<file path="src/rtl/mac_pkg.sv">
// Shared definitions for the MAC operand sequencer: default widths, sequencer
// state encoding and the accumulator sizing helper.
package mac_pkg;

  localparam int unsigned DATA_W_DEF = 8;
  localparam int unsigned ACC_W_DEF  = 24;

  typedef enum logic [1:0] {
    CLEAR  = 2'd0,
    ACCUM  = 2'd1,
    DRAIN  = 2'd2,
    RESULT = 2'd3
  } seq_state_e;

  // Bits needed to hold vec_len * (2^data_w - 1)^2 without wrapping.
  function automatic int unsigned acc_width_required(input int unsigned data_w,
                                                     input int unsigned vec_len);
    longint unsigned op_max;
    longint unsigned sum_max;
    int unsigned     width;
    op_max  = (64'd1 << data_w) - 64'd1;
    sum_max = 64'(vec_len) * op_max * op_max;
    width   = 0;
    while (sum_max != 64'd0) begin
      width   = width + 1;
      sum_max = sum_max >> 1;
    end
    return width;
  endfunction

endpackage

</file>
<file path="src/rtl/mac_operand_sequencer_if.sv">
// Operand stream, MAC drive and result port of one processing element.
interface mac_operand_sequencer_if
  import mac_pkg::*;
#(
  parameter int unsigned DATA_W = DATA_W_DEF,
  parameter int unsigned ACC_W  = ACC_W_DEF
);
  logic              s_valid;
  logic              s_ready;
  logic [DATA_W-1:0] s_a;
  logic [DATA_W-1:0] s_b;
  logic [DATA_W-1:0] mac_a;
  logic [DATA_W-1:0] mac_b;
  logic              mac_en;
  logic              mac_clear;
  logic [ACC_W-1:0]  mac_out;
  logic              res_valid;
  logic              res_ready;
  logic [ACC_W-1:0]  res_data;
  logic              busy;

  modport slave (
    input  s_valid, s_a, s_b, mac_out, res_ready,
    output s_ready, mac_a, mac_b, mac_en, mac_clear, res_valid, res_data, busy
  );

  modport master (
    output s_valid, s_a, s_b, mac_out, res_ready,
    input  s_ready, mac_a, mac_b, mac_en, mac_clear, res_valid, res_data, busy
  );
endinterface

</file>
<file path="src/rtl/mac_operand_sequencer.sv">
// Groups an (a, b) operand stream into VEC_LEN-pair dot products on the MAC
// and hands each drained sum out on a valid/ready result port.
module mac_operand_sequencer
  import mac_pkg::*;
#(
  parameter int unsigned DATA_W  = DATA_W_DEF,
  parameter int unsigned ACC_W   = ACC_W_DEF,
  parameter int unsigned VEC_LEN = 16,
  parameter int unsigned MAC_LAT = 1
) (
  input  logic                     clk,
  input  logic                     reset,
  mac_operand_sequencer_if.slave   bus
);
  localparam int unsigned CNT_W   = 16;
  localparam int unsigned DRAIN_W = $clog2(MAC_LAT + 1) + 1;
  localparam logic [CNT_W-1:0]   LAST_PAIR  = CNT_W'(VEC_LEN - 1);
  localparam logic [DRAIN_W-1:0] LAST_DRAIN = DRAIN_W'(MAC_LAT);

  if (VEC_LEN < 1 || VEC_LEN > 65535) begin : g_bad_vec_len
    $fatal(1, "mac_operand_sequencer: VEC_LEN out of range 1..65535");
  end
  if (acc_width_required(DATA_W, VEC_LEN) > ACC_W) begin : g_bad_acc_w
    $fatal(1, "mac_operand_sequencer: ACC_W too narrow for VEC_LEN full-scale products");
  end

  seq_state_e         state_reg;
  seq_state_e         state_next;
  logic [CNT_W-1:0]   pair_cnt_reg;
  logic [DRAIN_W-1:0] drain_cnt_reg;
  logic [DATA_W-1:0]  mac_a_reg;
  logic [DATA_W-1:0]  mac_b_reg;
  logic               mac_en_reg;
  logic [ACC_W-1:0]   res_data_reg;
  logic               handshake;
  logic               last_pair;
  logic               drain_done;

  assign handshake  = bus.s_valid && (state_reg == ACCUM);
  assign last_pair  = (pair_cnt_reg == LAST_PAIR);
  assign drain_done = (drain_cnt_reg == LAST_DRAIN);

  always_comb begin
    state_next = state_reg;
    case (state_reg)
      CLEAR:   state_next = ACCUM;
      ACCUM:   if (handshake && last_pair) state_next = DRAIN;
      DRAIN:   if (drain_done) state_next = RESULT;
      RESULT:  if (bus.res_ready) state_next = CLEAR;
      default: state_next = CLEAR;
    endcase
  end

  always_ff @(posedge clk or negedge reset) begin
    if (!reset) begin
      state_reg     <= CLEAR;
      pair_cnt_reg  <= '0;
      drain_cnt_reg <= '0;
      mac_a_reg     <= '0;
      mac_b_reg     <= '0;
      mac_en_reg    <= 1'b0;
      res_data_reg  <= '0;
    end else begin
      state_reg  <= state_next;
      mac_en_reg <= handshake;
      if (handshake) begin
        mac_a_reg    <= bus.s_a;
        mac_b_reg    <= bus.s_b;
        pair_cnt_reg <= last_pair ? '0 : pair_cnt_reg + CNT_W'(1);
      end
      // Drain count starts with the cycle carrying the final mac_en.
      if (state_reg == DRAIN) begin
        if (drain_done) begin
          drain_cnt_reg <= '0;
          res_data_reg  <= bus.mac_out;
        end else begin
          drain_cnt_reg <= drain_cnt_reg + DRAIN_W'(1);
        end
      end
    end
  end

  // Gated by reset so the MAC sees no clear pulse while reset is held.
  assign bus.mac_clear = (state_reg == CLEAR) && reset;
  assign bus.s_ready   = (state_reg == ACCUM);
  assign bus.res_valid = (state_reg == RESULT);
  assign bus.busy      = (state_reg != CLEAR);
  assign bus.mac_a     = mac_a_reg;
  assign bus.mac_b     = mac_b_reg;
  assign bus.mac_en    = mac_en_reg;
  assign bus.res_data  = res_data_reg;
endmodule

</file>
<file path="src/flat_wrapper.sv">
// flat-port wrapper written by rule: the top's interface ports become plain ports
module mac_operand_sequencer_flat import mac_pkg::*;
#(
  parameter int unsigned DATA_W  = DATA_W_DEF,
  parameter int unsigned ACC_W   = ACC_W_DEF,
  parameter int unsigned VEC_LEN = 16,
  parameter int unsigned MAC_LAT = 1
)
  (clk, reset, bus_s_valid, bus_s_a, bus_s_b, bus_mac_out, bus_res_ready, bus_s_ready, bus_mac_a, bus_mac_b, bus_mac_en, bus_mac_clear, bus_res_valid, bus_res_data, bus_busy);
  mac_operand_sequencer_if #(.DATA_W(DATA_W), .ACC_W(ACC_W)) bus_i ();
  input  logic clk;
  input  logic reset;
  input wire logic [$bits(bus_i.s_valid)-1:0] bus_s_valid;
  input wire logic [$bits(bus_i.s_a)-1:0] bus_s_a;
  input wire logic [$bits(bus_i.s_b)-1:0] bus_s_b;
  input wire logic [$bits(bus_i.mac_out)-1:0] bus_mac_out;
  input wire logic [$bits(bus_i.res_ready)-1:0] bus_res_ready;
  output wire logic [$bits(bus_i.s_ready)-1:0] bus_s_ready;
  output wire logic [$bits(bus_i.mac_a)-1:0] bus_mac_a;
  output wire logic [$bits(bus_i.mac_b)-1:0] bus_mac_b;
  output wire logic [$bits(bus_i.mac_en)-1:0] bus_mac_en;
  output wire logic [$bits(bus_i.mac_clear)-1:0] bus_mac_clear;
  output wire logic [$bits(bus_i.res_valid)-1:0] bus_res_valid;
  output wire logic [$bits(bus_i.res_data)-1:0] bus_res_data;
  output wire logic [$bits(bus_i.busy)-1:0] bus_busy;
  assign bus_i.s_valid = bus_s_valid;
  assign bus_i.s_a = bus_s_a;
  assign bus_i.s_b = bus_s_b;
  assign bus_i.mac_out = bus_mac_out;
  assign bus_i.res_ready = bus_res_ready;
  assign bus_s_ready = bus_i.s_ready;
  assign bus_mac_a = bus_i.mac_a;
  assign bus_mac_b = bus_i.mac_b;
  assign bus_mac_en = bus_i.mac_en;
  assign bus_mac_clear = bus_i.mac_clear;
  assign bus_res_valid = bus_i.res_valid;
  assign bus_res_data = bus_i.res_data;
  assign bus_busy = bus_i.busy;
  mac_operand_sequencer #(.DATA_W(DATA_W), .ACC_W(ACC_W), .VEC_LEN(VEC_LEN), .MAC_LAT(MAC_LAT)) u_core (.clk(clk), .reset(reset), .bus(bus_i));
endmodule
</file>
<file path="config.mk">
export PLATFORM = sky130hd
export DESIGN_NAME = mac_operand_sequencer_flat
export DESIGN_NICKNAME = d
export VERILOG_FILES = /design/src/rtl/mac_pkg.sv /design/src/rtl/mac_operand_sequencer_if.sv /design/src/rtl/mac_operand_sequencer.sv /design/src/flat_wrapper.sv
export SDC_FILE = /design/constraint.sdc
export NUM_CORES = 1
export LEC_CHECK = 0
export BUFFER_PORTS_ARGS = -buffer_cell sky130_fd_sc_hd__buf_2
export CELL_PAD_IN_SITES_DETAIL_PLACEMENT = 1
export CELL_PAD_IN_SITES_GLOBAL_PLACEMENT = 2
export CORE_MARGIN = 1
export CORE_UTILIZATION = 30
export DETAILED_ROUTE_END_ITERATION = 6
export GPL_TIMING_DRIVEN = 0
export PLACE_DENSITY = 0.85
export SLEW_MARGIN = 20
export SYNTH_ARGS = -nofsm -noshare
export SYNTH_HDL_FRONTEND = slang
export SYNTH_SLANG_ARGS = --single-unit
export TNS_END_PERCENT = 50
</file>
<file path="constraint.sdc">
create_clock -name clk -period 2.5 [get_ports clk]
set_input_delay 0.375 -clock clk [delete_from_list [all_inputs] [get_ports clk]]
set_output_delay 0.375 -clock clk [all_outputs]
set_load 0.02 [all_outputs]
</file>
# Word-level counts from Yosys, hierarchy flattened
# Cells that the tools add are included.
# W data, S select, Z words.
[totals]
regBits = 61
input_bits = 44
[classes]
add_sub_neg = 2
eq_ne = 8
mux = 6
reduce_logical = 7
[op_table]
columns = ["operator", "n"]
rows = [
  ["$add A16 B1 Y16 const B", 1],
  ["$eq A16 B4 Y1 const B", 1],
  ["$mux W16", 1],
  ["$mux W2", 4],
  ["$pmux W2 S4", 1],
  ["$eq A2 B1 Y1 const B", 2],
  ["$eq A2 B2 Y1 const B", 2],
  ["$ne A2 B1 Y1 const B", 2],
  ["$logic_and A1 B1 Y1", 3],
  ["$reduce_and A3 Y1", 1],
  ["$add A2 B1 Y2 const B", 1],
  ["$logic_not A2 Y1", 1],
  ["$ne A2 B2 Y1 const B", 1],
  ["$reduce_and A2 Y1", 1],
  ["$reduce_bool A2 Y1", 1],
]

# Depth between registers and ports, before layout
# Gate-level depths: netlist of run 1.
[depth]
depth_word = 5
ltp_mapped = 7
ltp_nobuf = 6

# Worst setup path after synthesis of run 1
# No wires, ideal clock.
[synth_path]
path_kind = "register to register"
from = "register u_core.pair_cnt_reg[8]"
to = "register u_core.state_reg[1]"
t_arrival_ps = 1742
t_required_ps = 2375
path_slack_ps = 633
stages_incl_launch_ff = 5
synth_period_minus_slack_ps = 1867
path_cell_list = "dfrtp_1 > or4_4 > o41ai_2 > nand3_2 > mux2_4"
[synth_via]
elab_chain_cells = 4
[synth_rtl]
columns = ["item", "line", "source"]
rows = [
  ["from (decl)", "mac_operand_sequencer.sv:29", "logic [CNT_W-1:0] pair_cnt_reg;"],
  ["from (signal assigned)", "mac_operand_sequencer.sv:69", "pair_cnt_reg <= last_pair ? '0 : pair_cnt_reg + CNT_W'(1);"],
  ["$eq A16 B4 Y1", "mac_operand_sequencer.sv:40", "assign last_pair = (pair_cnt_reg == LAST_PAIR);"],
  ["$logic_and A1 B1 Y1", "mac_operand_sequencer.sv:47", "ACCUM: if (handshake && last_pair) state_next = DRAIN;"],
  ["$ne A2 B1 Y1 (no source line)", "n/a", ""],
  ["$reduce_and A3 Y1 (no source line)", "n/a", ""],
  ["to (signal assigned)", "mac_operand_sequencer.sv:64", "state_reg <= state_next;"],
  ["to (decl)", "mac_operand_sequencer.sv:27", "seq_state_e state_reg;"],
]
# No other way between the ends.
# A chain may end at the register's enable or synchronous reset.

# Worst setup path after layout of run 1
[layout_path]
from = "input reset"
to = "output bus_mac_clear"
[layout_via]
elab_chain_cells = 1
[layout_rtl]
columns = ["item", "line", "source"]
rows = [
  ["from (decl)", "flat_wrapper.sv:12", "input logic reset;"],
  ["$logic_and A1 B1 Y1", "mac_operand_sequencer.sv:84", "assign bus.mac_clear = (state_reg == CLEAR) && reset;"],
  ["to (decl)", "flat_wrapper.sv:22", "output wire logic [$bits(bus_i.mac_clear)-1:0] bus_mac_clear;"],
]
# No other way between the ends.

==> impl_metrics.toml, run 1 <==
[outcome]
status = "finished clean"

[flow_run]
max_cap_viol_count = 0

[min_path]
worstHoldStart = "bus_s_a[7]"
hold_class = "input port to register"

[detailed_routing]
firstDrtPassIters = 4
drt_drc_violations_left = 0
drt_iter0_drc = 61
ant_nets = 0
wl_per_cell_um = 13.0
routed_wl_um = 5520
vias = 1911
viasPerCell = 4.50

[placement]
hpwl_um = 4070
place_area_mm2 = 0.00312
dp_cells = 408
finalWeightedCongestion = 0.721
port_buffers = 88

[synth]
yosysWarnings = 0
syn_nets = 263
avgSynthCellArea_um2 = 11.8
synth_top_area_frac = 0.606
synth_seq_area_share = 0.606
syn_area_mm2 = 0.00252
synth_seq_cells = 61
syn_inst = 214
yosysUniqueCellTypes = 31
yosys.area.top_type = "dfrtp_1"
synth.area.top_cells = "dfrtp_1 (61%), mux2_2 (11%), nand2_1 (8.2%), ha_1 (2.5%), xnor2_1 (2.4%)"

[die]
die_y_um = 93.6
die_width_um = 93.6
die-area_mm2 = 0.00877
initial_utilization = 0.308
core_mm2 = 0.00818
io_pins = 89
num_rows = 33

[finish]
nNetsFinal = 364
fin_area_mm2 = 0.00332
fill_cells = 945
fin_util = 0.406
largest_register_ffs = 24
syn_to_final_growth_pct = 31.9
drive_gt1_frac = 0.416
final_cells = 425
antenna_cells = 0

[worst_setup_path]
crit_family = "buffers and inverters"
worstPathCellList = "dlygate4sd3_1, buf_4, buf_16, and2_1, buf_2"
critPathKind = "input port to output port"
crit_path_max_incr_delay_ns = 0.52
crit_start = "reset"
crit_required_ns = 2.12
worst-r2r-setup-slack_ns = 0.51
reg2reg_from = "u_core.state_reg[0]"
crit_slowest_cell = "dlygate4sd3_1"
path_buf_inv = 4
crit_arrival_ns = 1.76
crit_path_max_fanout = 46
end_kind = "output port"
cp-start-kind = "input port"

[timing]
maxSlewViolCount = 0
worstMarginPinSlew_ns = 0.567
rsz0062_at_grt = "false"
fmax_mhz = 467
finClkSkew_ns = 0.00868
fin_crit_ns = 2.14
min_period_over_period = 0.856
fin_tns_setup_ns = 0
slew_headroom = 0.622
final_hold_viol_count = 0
finalSetupViolCount = 0

[grt]
grt_start_max_net_pins = 47
grt_use_total = 0.141
antenna_found_initial = 0
grt_pass1_wl_um = 9400
grt_remaining_overflow = 0
grt_pass1_vias = 2053

[clocking]
cts.sinks = 61
clock_path_buffers = 2
clkTransAtPathRegs_ns = 0.07
cts-root-buf = "clkbuf_8"
worst_skew_pair.late_latency_ns = 0.33
cts_made_buffers = 9
h-tree-depth = 3
cts_tree = "built"

[power_and_ir_drop]
cellLeakagePower_nw = 1.70
p_per_area_mw_per_mm2 = 687
vdd_ir_drop_max_mv = 0.314
## area by class of cell
type,instances,area [um2],area share
Inverter,6,22.5,0.00678
Multi-Input combinational cell,142,951,0.286
Timing Repair Buffer,90,480,0.145
Tap cell,105,131,0.0395
Clock buffer,12,145,0.0437
Sequential cell,61,1530,0.459
Clock inverter,4,47.5,0.0143
Buffer,5,18.8,0.00565
## kinds of logic (layout without fill, tap and decap cells)
| logic type | Yosys count | after routing | share of synthesized area |
|---|---|---|---|
| AO/OA/AOI/OAI | 8 | 8 | 0.0224 |
| XOR/XNOR | 14 | 14 | 0.0487 |
| adder cells (fa/ha/maj) | 5 | 5 | 0.0248 |
| buffers and inverters | 11 | 117 | 0.0164 |
| flip-flops | 61 | 61 | 0.606 |
| multiplexers | 26 | 26 | 0.117 |
| AND/OR/NAND/NOR | 89 | 89 | 0.164 |
## power by group
| part | switching (mW) | internal (mW) |
|---|---|---|
| logic | 0.171 | 0.124 |
| registers | 0.0722 | 1.07 |
| clock network | 0.365 | 0.485 |
## through the flow
stage | setup slack [ns] | hold WS [ns] | total power [mW]
after floorplan | 0.633 | 0.0794 | 1.31
after global placement | 0.203 | 0.453 | 1.44
after detailed placement | 0.456 | 0.267 | 1.46
after CTS | 0.305 | 0.219 | 2.33
after global routing | 0.230 | 0.234 | 2.42
final | 0.361 | 0.232 | 2.28
## final timing paths
path	end	depth (start not counted)
max in group asynchronous	u_core.bus.mac_b[0]	3
min in group asynchronous	u_core.bus.res_data[7]	2
worst min register to register	u_core.bus.mac_b[3]	2
worst max-delay path	bus_mac_clear	5
worst min-delay path	u_core.bus.mac_a[7]	3
worst max register to register	u_core.bus.res_data[12]	5
## routing by layer
layer / up-vias / wire length (um) / global-route usage
met3: 11 / 348 / 0.0431
li1: 919 / - / -
met2: 63 / 2670 / 0.232
met1: 918 / 2360 / 0.163
met4: 0 / 144 / 0.0756
met5: - / 0 / 0
## Yosys cell counts (all sizes together)
cell and count:
a21boi 1, a21o 1, a21oi 1, and2 1, and3 2, and4 1, clkbuf 5, clkinv 1
dfrtp 61, ha 5, inv 5, mux2 25, mux2i 1, nand2 55, nand2b 1, nand3 7
nand3b 1, nand4 4, nor2 4, nor3 5, nor4 3, o21ai 4, o41ai 1, or2 1
or3 1, or4 3, xnor2 7, xor2 7
## worst min-delay path, stage by stage
cell     delay, ns
buf_2         0.08
nand2_1       0.04
nand2_1       0.04
## layout by cell type (no fill, tap or decap)
master / n
and2_1: 1
nand3_2: 1
o21ai_0: 4
buf_2: 87
nor3_1: 5
or3_1: 1
nor4_1: 3
xnor2_1: 7
a21oi_1: 1
o41ai_2: 1
nand4_1: 4
bufinv_16: 1
dfrtp_1: 61
and4_1: 1
clkbuf_1: 7
or2_2: 1
clkinv_2: 2
mux2_2: 24
buf_16: 1
nand2b_1: 1
or4_4: 2
buf_4: 1
mux2_4: 1
a21o_1: 1
or4_1: 1
nand3b_1: 1
xor2_1: 7
inv_1: 5
ha_1: 5
mux2i_1: 1
and3_1: 2
nand2_1: 55
clkbuf_8: 10
a21boi_0: 1
nand3_1: 6
dlygate4sd3_1: 1
clkinvlp_4: 1
clkinv_1: 1
nor2_1: 4
## timing repair
item                                   in CTS  in global routing
buffers inserted                            0                  0
hold buffers                                1                  0
resized for setup                           0                  0
endpoints found under the hold margin      16                  0
Note: power is estimated with default switching activity, not from simulation.
==> run 2, diff against run 1 <==
--- a/config.mk
+++ b/config.mk
@@ -6,13 +6,14 @@
 export NUM_CORES = 1
 export LEC_CHECK = 0
 export BUFFER_PORTS_ARGS = -buffer_cell sky130_fd_sc_hd__buf_2
+export CAP_MARGIN = 25
 export CELL_PAD_IN_SITES_DETAIL_PLACEMENT = 1
 export CELL_PAD_IN_SITES_GLOBAL_PLACEMENT = 2
 export CORE_MARGIN = 1
 export CORE_UTILIZATION = 30
 export DETAILED_ROUTE_END_ITERATION = 6
 export GPL_TIMING_DRIVEN = 0
-export PLACE_DENSITY = 0.85
+export PLACE_DENSITY_LB_ADDON = 0.25
 export SLEW_MARGIN = 20
 export SYNTH_ARGS = -nofsm -noshare
 export SYNTH_HDL_FRONTEND = slang
==> run 2 against run 1 <==
Net effect:
- the run now ends with DRC left
- sequential cell count unchanged
- largest power group unchanged
- non-clock buffer count unchanged
- clock power about the same
- first-iteration DRC count up 31%
==> impl_metrics.toml, run 2 (same netlist as run 1, synthesis figures left out) <==
[outcome]
status = "finished with violations"
violations = "DRC"

[worst_setup_path]
crit_arrival_ns = 1.83
end_kind = "output port"
crit_path_max_fanout = 34
cp-start-kind = "input port"
ff2ff_path_depth = 4
critPathKind = "input port to output port"
crit_required_ns = 2.12

[power_and_ir_drop]
cellLeakagePower_nw = 1.69
p_per_area_mw_per_mm2 = 689
vdd_ir_drop_max_mv = 0.299

[finish]
final_common_cell = "buf_2"
final_cell_mix = "buf_2 (87), dfrtp_1 (61), nand2_1 (55)"
largest_register_ffs = 24
antenna_cells = 0
drive_gt1_frac = 0.416
fin_util = 0.405
syn_to_final_growth_pct = 31.6
nNetsFinal = 364
fin_area_mm2 = 0.00331

[placement]
place_area_mm2 = 0.00311
port_buffers = 88
finalWeightedCongestion = 0.705
hpwl_um = 4030

[clocking]
cts_tree = "built"
cts_resized = 0
h-tree-depth = 3
cts-root-buf = "clkbuf_8"
clkTransAtPathRegs_ns = 0.07
cts.sinks = 61
clock_path_buffers = 2
cts_made_buffers = 9
worst_skew_pair.late_latency_ns = 0.33

[die]
die_y_um = 93.6
die-area_mm2 = 0.00877
io_pins = 89
core_mm2 = 0.00818
initial_utilization = 0.308
num_rows = 33
die_width_um = 93.6

[grt]
grt_use_total = 0.137
grt_start_max_net_pins = 35
grt_pass1_wl_um = 9290
antenna_found_initial = 0
grt_remaining_overflow = 0
grt_pass1_vias = 1978

[timing]
slew_headroom = 0.636
fin_tns_setup_ns = 0
final_hold_viol_count = 0
maxSlewViolCount = 0
worstMarginPinSlew_ns = 0.541
fmax_mhz = 453
fin_crit_ns = 2.21
rsz0062_at_grt = "false"
finalSetupViolCount = 0
min_period_over_period = 0.883
finClkSkew_ns = 0.00956

[flow_run]
max_cap_viol_count = 0

[detailed_routing]
firstDrtPassIters = 6
ant_nets = 0
viasPerCell = 4.49
vias = 1909
drt_drc_violations_left = 4
routed_wl_um = 5490
wl_per_cell_um = 12.9
drt_iter0_drc = 80

[min_path]
hold_class = "input port to register"
holdPathStages = 3
run 2: worst paths after layout:
path	from	endpoint	slack, ns
setup reg to reg	u_core.pair_cnt_reg[8]	u_core.state_reg[1]	0.46
hold reg to reg	u_core.bus.mac_a[2]	u_core.bus.mac_a[2]	0.48
max in group asynchronous	reset	u_core.pair_cnt_reg[11]	1.48
hold / removal	bus_s_a[3]	u_core.bus.mac_a[3]	0.23
setup / recovery	reset	bus_mac_clear	0.29
min in group asynchronous	reset	u_core.pair_cnt_reg[1]	0.51
run 2: worst max-delay path, cell delays in order:
cell	delay, ns
dlygate4sd3_1	0.53
buf_4	0.35
buf_12	0.26
and2_1	0.15
buf_2	0.15
run 2: report_power, final:
| group | internal (mW) | total (mW) | switching [mW] |
|---|---|---|---|
| Clock | 0.464 | 0.849 | 0.385 |
| Sequential | 1.07 | 1.14 | 0.0761 |
| Combinational | 0.123 | 0.291 | 0.168 |
run 2: final cells by class:
| type | count | area (um2) |
|---|---|---|
| multi-input combinational | 142 | 951 |
| inverter | 6 | 22.5 |
| buffer | 5 | 18.8 |
| clock inverter | 5 | 60.1 |
| tap | 105 | 131 |
| timing repair buffer | 90 | 473 |
| fill | 941 | 4860 |
| clock buffer | 11 | 131 |
| sequential | 61 | 1530 |
run 2: repair_timing:
item                      CTS  global route
hold buffers                1             0
buffers inserted            0             0
hold endpoints to repair   28             0
run 2: metrics by stage:
stage | worst slack, ns | total power [mW] | instances | hold slack [ns]
after detailed placement | 0.470 | 1.46 | 408 | 0.334
after global routing | 0.156 | 2.41 | 425 | 0.219
after floorplan | 0.633 | 1.31 | 214 | 0.0794
final | 0.293 | 2.28 | 425 | 0.231
after global placement | 0.166 | 1.44 | 407 | 0.450
after CTS | 0.218 | 2.33 | 425 | 0.214
run 2: routing by layer:
metal  part of all wire  GRT usage  vias up
met5                  0          0        -
met3              0.045     0.0325        9
met4              0.019     0.0692        0
met2               0.48      0.215       47
li1                   -          -      917
met1               0.46      0.177      936
